--- src/rtl/mem_arbiter.sv ---
// ---------------------------------------------------------------------------
// mem_arbiter
// Single-port main-memory arbiter for the cpu. Three requesters share the
// external memory: Dcache write-back, Dcache line read and Icache line read.
// One transfer at a time is granted by fixed priority. The transfer runs to
// completion on the mem_enable / mem_ack handshake. The winner then gets a
// one-cycle ack, plus the line data for reads.
//
// Ports
//   clk            : rising-edge clock
//   reset          : asynchronous, active-low, clears all state
//   ic_read_*      : Icache line-read request/address in, ack/data out
//   dc_read_*      : Dcache line-read request/address in, ack/data out
//   dc_write_*     : Dcache write-back request/address/data in, ack out
//   mem_enable     : memory transfer active (held until mem_ack)
//   mem_rw         : 1 = write, 0 = read
//   mem_addr       : memory address, constant while mem_enable is high
//   mem_data_out   : write line, constant while mem_enable is high
//   mem_ack        : memory completion pulse (only honoured while busy)
//   mem_data_in    : read line from memory, captured with mem_ack
// All outputs come straight from registers.
// ---------------------------------------------------------------------------
`timescale 1ns/1ps

`ifndef REG_SIZE
`define REG_SIZE 32
`endif
`ifndef WIDTH
`define WIDTH 128
`endif

module mem_arbiter #(
    parameter int ADDR_W = `REG_SIZE,
    parameter int LINE_W = `WIDTH
) (
    input  logic              clk,
    input  logic              reset,
    input  logic              ic_read_req,
    input  logic [ADDR_W-1:0] ic_read_addr,
    output logic              ic_read_ack,
    output logic [LINE_W-1:0] ic_read_data,
    input  logic              dc_read_req,
    input  logic [ADDR_W-1:0] dc_read_addr,
    output logic              dc_read_ack,
    output logic [LINE_W-1:0] dc_read_data,
    input  logic              dc_write_req,
    input  logic [ADDR_W-1:0] dc_write_addr,
    input  logic [LINE_W-1:0] dc_write_data,
    output logic              dc_write_ack,
    output logic              mem_enable,
    output logic              mem_rw,
    input  logic              mem_ack,
    output logic [ADDR_W-1:0] mem_addr,
    input  logic [LINE_W-1:0] mem_data_in,
    output logic [LINE_W-1:0] mem_data_out
);

    typedef enum logic [1:0] {
        ST_IDLE = 2'd0,
        ST_BUSY = 2'd1,
        ST_ACK  = 2'd2,
        ST_GAP  = 2'd3
    } state_t;

    typedef enum logic [1:0] {
        GR_NONE = 2'd0,
        GR_IC   = 2'd1,
        GR_DCR  = 2'd2,
        GR_DCW  = 2'd3
    } grant_t;

    state_t              r_state;
    grant_t              r_grant;
    logic                r_mem_enable;
    logic                r_mem_rw;
    logic [ADDR_W-1:0]   r_mem_addr;
    logic [LINE_W-1:0]   r_mem_data_out;
    logic                r_ic_ack;
    logic                r_dcr_ack;
    logic                r_dcw_ack;
    logic [LINE_W-1:0]   r_ic_data;
    logic [LINE_W-1:0]   r_dc_data;

    // Arbitration FSM; every output is a register updated here.
    always_ff @(posedge clk or negedge reset) begin
        if (!reset) begin
            r_state        <= ST_IDLE;
            r_grant        <= GR_NONE;
            r_mem_enable   <= 1'b0;
            r_mem_rw       <= 1'b0;
            r_mem_addr     <= {ADDR_W{1'b0}};
            r_mem_data_out <= {LINE_W{1'b0}};
            r_ic_ack       <= 1'b0;
            r_dcr_ack      <= 1'b0;
            r_dcw_ack      <= 1'b0;
            r_ic_data      <= {LINE_W{1'b0}};
            r_dc_data      <= {LINE_W{1'b0}};
        end else begin
            case (r_state)
                ST_IDLE: begin
                    r_ic_ack  <= 1'b0;
                    r_dcr_ack <= 1'b0;
                    r_dcw_ack <= 1'b0;
                    // Write-back first so an evicted dirty line lands in
                    // memory before the refill read of the same set.
                    if (dc_write_req) begin
                        r_grant        <= GR_DCW;
                        r_mem_addr     <= dc_write_addr;
                        r_mem_data_out <= dc_write_data;
                        r_mem_rw       <= 1'b1;
                        r_mem_enable   <= 1'b1;
                        r_state        <= ST_BUSY;
                    end else if (dc_read_req) begin
                        r_grant      <= GR_DCR;
                        r_mem_addr   <= dc_read_addr;
                        r_mem_rw     <= 1'b0;
                        r_mem_enable <= 1'b1;
                        r_state      <= ST_BUSY;
                    end else if (ic_read_req) begin
                        r_grant      <= GR_IC;
                        r_mem_addr   <= ic_read_addr;
                        r_mem_rw     <= 1'b0;
                        r_mem_enable <= 1'b1;
                        r_state      <= ST_BUSY;
                    end else begin
                        r_grant      <= GR_NONE;
                        r_mem_enable <= 1'b0;
                        r_state      <= ST_IDLE;
                    end
                end

                ST_BUSY: begin
                    // Requests are not re-sampled here; address, rw and
                    // write data stay frozen until memory acknowledges.
                    if (mem_ack) begin
                        r_mem_enable <= 1'b0;
                        r_state      <= ST_ACK;
                        case (r_grant)
                            GR_IC: begin
                                r_ic_data <= mem_data_in;
                                r_ic_ack  <= 1'b1;
                            end
                            GR_DCR: begin
                                r_dc_data <= mem_data_in;
                                r_dcr_ack <= 1'b1;
                            end
                            GR_DCW: begin
                                r_dcw_ack <= 1'b1;
                            end
                            default: begin
                                r_ic_ack  <= 1'b0;
                                r_dcr_ack <= 1'b0;
                                r_dcw_ack <= 1'b0;
                            end
                        endcase
                    end else begin
                        r_mem_enable <= 1'b1;
                        r_state      <= ST_BUSY;
                    end
                end

                ST_ACK: begin
                    r_ic_ack     <= 1'b0;
                    r_dcr_ack    <= 1'b0;
                    r_dcw_ack    <= 1'b0;
                    r_mem_enable <= 1'b0;
                    r_state      <= ST_GAP;
                end

                ST_GAP: begin
                    // Dead cycle: lets the served requester drop its level
                    // request before IDLE samples again.
                    r_grant      <= GR_NONE;
                    r_mem_enable <= 1'b0;
                    r_state      <= ST_IDLE;
                end

                default: begin
                    r_grant      <= GR_NONE;
                    r_mem_enable <= 1'b0;
                    r_ic_ack     <= 1'b0;
                    r_dcr_ack    <= 1'b0;
                    r_dcw_ack    <= 1'b0;
                    r_state      <= ST_IDLE;
                end
            endcase
        end
    end

    assign ic_read_ack  = r_ic_ack;
    assign ic_read_data = r_ic_data;
    assign dc_read_ack  = r_dcr_ack;
    assign dc_read_data = r_dc_data;
    assign dc_write_ack = r_dcw_ack;
    assign mem_enable   = r_mem_enable;
    assign mem_rw       = r_mem_rw;
    assign mem_addr     = r_mem_addr;
    assign mem_data_out = r_mem_data_out;

endmodule

--- config.mk ---
export PLATFORM = sky130hd
export DESIGN_NAME = mem_arbiter
export DESIGN_NICKNAME = d
export VERILOG_FILES = /design/src/rtl/mem_arbiter.sv
export SDC_FILE = /design/constraint.sdc
export NUM_CORES = 1
export LEC_CHECK = 0
export BUFFER_PORTS_ARGS = -buffer_cell sky130_fd_sc_hd__buf_2
export CAP_MARGIN = 20
export CORE_AREA = 2 2 306 308
export CTS_CLUSTER_SIZE = 12
export DETAILED_ROUTE_END_ITERATION = 12
export DIE_AREA = 0 0 308 310
export PLACE_DENSITY_LB_ADDON = 0.08
export SYNTH_ARGS = -nofsm -noshare
export SYNTH_HDL_FRONTEND = slang
export SYNTH_SLANG_ARGS = --single-unit
--- constraint.sdc ---
create_clock -name clk -period 2.47 [get_ports clk]
set_clock_uncertainty 0.1 [all_clocks]
set_input_delay 0.247 -clock clk [delete_from_list [all_inputs] [get_ports clk]]
set_output_delay 0.247 -clock clk [all_outputs]
set_load 0.05 [all_outputs]
==> out/summary.json <==
{
  "peakVddDrop_uv": 678,
  "global_route_wire_length_before_repair_um": 89200,
  "critPathMaxStageDelay_ns": 0.57,
  "powerDensity_nw_per_um2": 1620,
  "post-cts-setup-buffer-count": 0,
  "cts.reportedPaths.clkPinSlew_ns": 0.06,
  "critical_path_buf_inv_count": 4,
  "worst_setup_path_start_kind": "primary input",
  "grt_setup_unrepaired": "no",
  "crit_path_top_delay_cell": "sky130_fd_sc_hd__dlygate4sd3_1",
  "drt_wl_total_um": 62100,
  "netlist-cell-type-count": 20,
  "synthDominantCellAreaShare_pct": 63.7,
  "layout.core_utilization_pct": 29.1,
  "route.detailed.wl_per_inst_um": 18.3,
  "synth_top_area_cell": "sky130_fd_sc_hd__dfrtp_1",
  "numCtsBuffers": 52,
  "timing.critical_path.arrival_ns": 2.57,
  "io_buffer_count": 778,
  "die_area_um2": 95500,
  "routed_via_density": 3.76,
  "post_synthesis_instance_total": 1043,
  "first_drt_pass_iteration_count": 4,
  "reg2reg_setup_slack_ns": 0.36,
  "layout.cells.most_common": "sky130_fd_sc_hd__buf_2",
  "cts.htree.levels": 2,
  "rows": 112,
  "gp_routability_congestion": 0.769,
  "static-leakage-power_nw": 12.9,
  "yosys_warnings": 0,
  "ant_nets": 0,
  "final_layout_size_suffix_gt1_share_pct": 59.4,
  "drc": 0,
  "total_number_of_vias": 12800,
  "cts_tree": "done",
  "timing.critical_path.mode_cell": "sky130_fd_sc_hd__dlygate4sd3_1",
  "grt_max_degree": 65,
  "cp_top_family": "buffers and inverters",
  "finish.cell_count_without_fillers": 3401,
  "crit_fanout": 64,
  "floorplan.core_area_um2": 92500,
  "status": "complete, no violations",
  "clk_path_buf_depth": 3,
  "synthToLayoutAreaGrowth_pct": 61.4,
  "worst_hold_path_type": "primary input to flop",
  "worstMarginPinSlew_ns": 0.662,
  "hold_violations": 0,
  "synth.area.top_cells": "sky130_fd_sc_hd__dfrtp_1, sky130_fd_sc_hd__mux2_2, sky130_fd_sc_hd__mux2i_1",
  "final-seq-area_um2": 10600,
  "kind_of_end_point_of_the_critical_path": "flop",
  "fillCellCount": 9687,
  "crit_chain": "dlygate4sd3_1, buf_2, buf_4, o21ai_0, dlygate4sd3_1, mux2_1",
  "finalNetCount": 2535,
  "final.period_utilization_pct": 89.1,
  "grt_overflow": 0,
  "initial_utilization_pct": 18.1,
  "syn-num-nets": 1410,
  "setup-tns-final_ns": 0,
  "timing.final.crit_period_ns": 2.20,
  "post_synth.cell_area_avg_um2": 16.0,
  "placedCellCount": 2999,
  "postSynthRegisterBits": 425,
  "setup_viol_count_final": 0,
  "post_synth_instance_area_um2": 16700,
  "worst_path_required_ns": 2.84,
  "hpwlAfterDp_um": 47600,
  "headroom_to_the_max_slew_limit_pct": 55.9,
  "layout.cells.most_common_list": "sky130_fd_sc_hd__buf_2, sky130_fd_sc_hd__dfrtp_1, sky130_fd_sc_hd__mux2_2",
  "die_y_um": 310,
  "ioPinCount": 779,
  "synth.yosys.seq_area_share_pct": 63.7,
  "grt_use_total_pct": 12.5,
  "cts.sinks": 425,
  "startpoint": "dc_write_req",
  "top_achievable_clock_speed_mhz": 454,
  "drt_iter0_drcs": 313,
  "cts.root.buffer_cell": "sky130_fd_sc_hd__clkbuf_16",
  "vias_in_the_first_global_route": 13898,
  "maxCapViolations": 0,
  "worst_skew_pair.late_latency_ns": 0.60,
  "die_w_um": 308,
  "multi_input_area_um2": 5630,
  "antenna_found_initial": 4,
  "timing.final.max_slew_violations": 0,
  "path_class": "primary input to flop",
  "hold_path_startpoint": "dc_write_addr[23]"
}
==> where the power goes <==
group / switching [mW] / leakage, nW / internal, mW
logic: 17.4 / 7.03 / 6.60
registers: 1.65 / 5.09 / 10.5
clock network: 3.07 / 0.818 / 4.49
==> Yosys cell counts <==
library cell	n
sky130_fd_sc_hd__a21boi_0	1
sky130_fd_sc_hd__a21oi_1	3
sky130_fd_sc_hd__buf_2	25
sky130_fd_sc_hd__buf_4	3
sky130_fd_sc_hd__buf_6	25
sky130_fd_sc_hd__clkbuf_1	3
sky130_fd_sc_hd__dfrtp_1	425
sky130_fd_sc_hd__ha_1	9
sky130_fd_sc_hd__inv_1	7
sky130_fd_sc_hd__mux2_1	2
sky130_fd_sc_hd__mux2_2	414
sky130_fd_sc_hd__mux2i_1	34
sky130_fd_sc_hd__nand2_1	40
sky130_fd_sc_hd__nand2b_1	1
sky130_fd_sc_hd__nand3_1	3
sky130_fd_sc_hd__nor2_1	5
sky130_fd_sc_hd__nor2b_1	2
sky130_fd_sc_hd__o21ai_0	36
sky130_fd_sc_hd__o31ai_1	4
sky130_fd_sc_hd__o31ai_4	1
==> metrics by stage <==
stage / hold WS, ns / total power, mW / instance area [um2] / setup slack [ns]
after CTS: 0.00542 / 44.5 / 26900 / 0.256
after detailed placement: 0.161 / 36.2 / 22200 / 0.283
after global routing: 0.0318 / 45.8 / 26900 / 0.117
final: 0.0248 / 43.7 / 26900 / 0.270
after floorplan: -0.149 / 29.6 / 16700 / 0.732
after global placement: 0.183 / 36.1 / 22200 / 0.340
==> routing by layer <==
layer | part of all wire (%) | vias up | global-route usage [%]
met1 | 36 | 6318 | 13.1
met3 | 7.0 | 97 | 3.63
met2 | 54 | 456 | 23.3
li1 | - | 5925 | -
met4 | 3.3 | 4 | 4.79
met5 | 0.045 | - | 0
==> worst reg2reg max path, delay by kind of cell (launching register included) <==
| family | cells | cell delay [ns] |
|---|---|---|
| adders and majority gates | 1 | 0.36 |
| buffers and inverters | 2 | 0.47 |
| DFF | 1 | 0.40 |
| muxes | 1 | 0.29 |
| and+or+nand+nor | 1 | 0.37 |
==> worst paths after layout <==
| check | end | depth (start not counted) |
|---|---|---|
| max | mem_addr[30] | 6 |
| min | mem_addr[23] | 4 |
| max reg2reg | ic_read_data[127] | 5 |
| min reg2reg | mem_rw | 2 |
| max in group asynchronous | mem_data_out[74] | 3 |
| min in group asynchronous | ic_read_data[28] | 2 |
==> registers in the layout, summed over array words and instances (netlist names), named ones only <==
signal,flops
dc_read_data,128
ic_read_data,128
mem_data_out,128
mem_addr,32
r_grant,2
dc_read_ack,1
dc_write_ack,1
ic_read_ack,1
mem_enable,1
mem_rw,1
r_state,1
==> what timing repair did <==
item | 4_1_cts | 5_1_grt
hold buffers | 312 | 0
gates resized for setup | 0 | 0
setup endpoints to repair | 0 | 0
hold endpoints to repair | 494 | 0
==> cells by family after synthesis <==
group / after synthesis / share of synthesized area (%)
AND/OR/NAND/NOR: 51 / 1.21
multiplexers: 450 / 30.1
adder cells (fa/ha/maj): 9 / 0.674
flip-flops: 425 / 63.7
buffers and inverters: 63 / 2.80
AO/OA/AOI/OAI: 45 / 1.52
==> final cells by class <==
type	count	share of cell area, %
clock inverter	12	0.557
timing repair buffer	1127	27.8
tap	1197	5.56
clock buffer	77	5.59
inverter	7	0.0975
multi-input combinational	555	20.9
antenna	1	0.00929
sequential	425	39.5
Power figures use the tool's default switching activity.
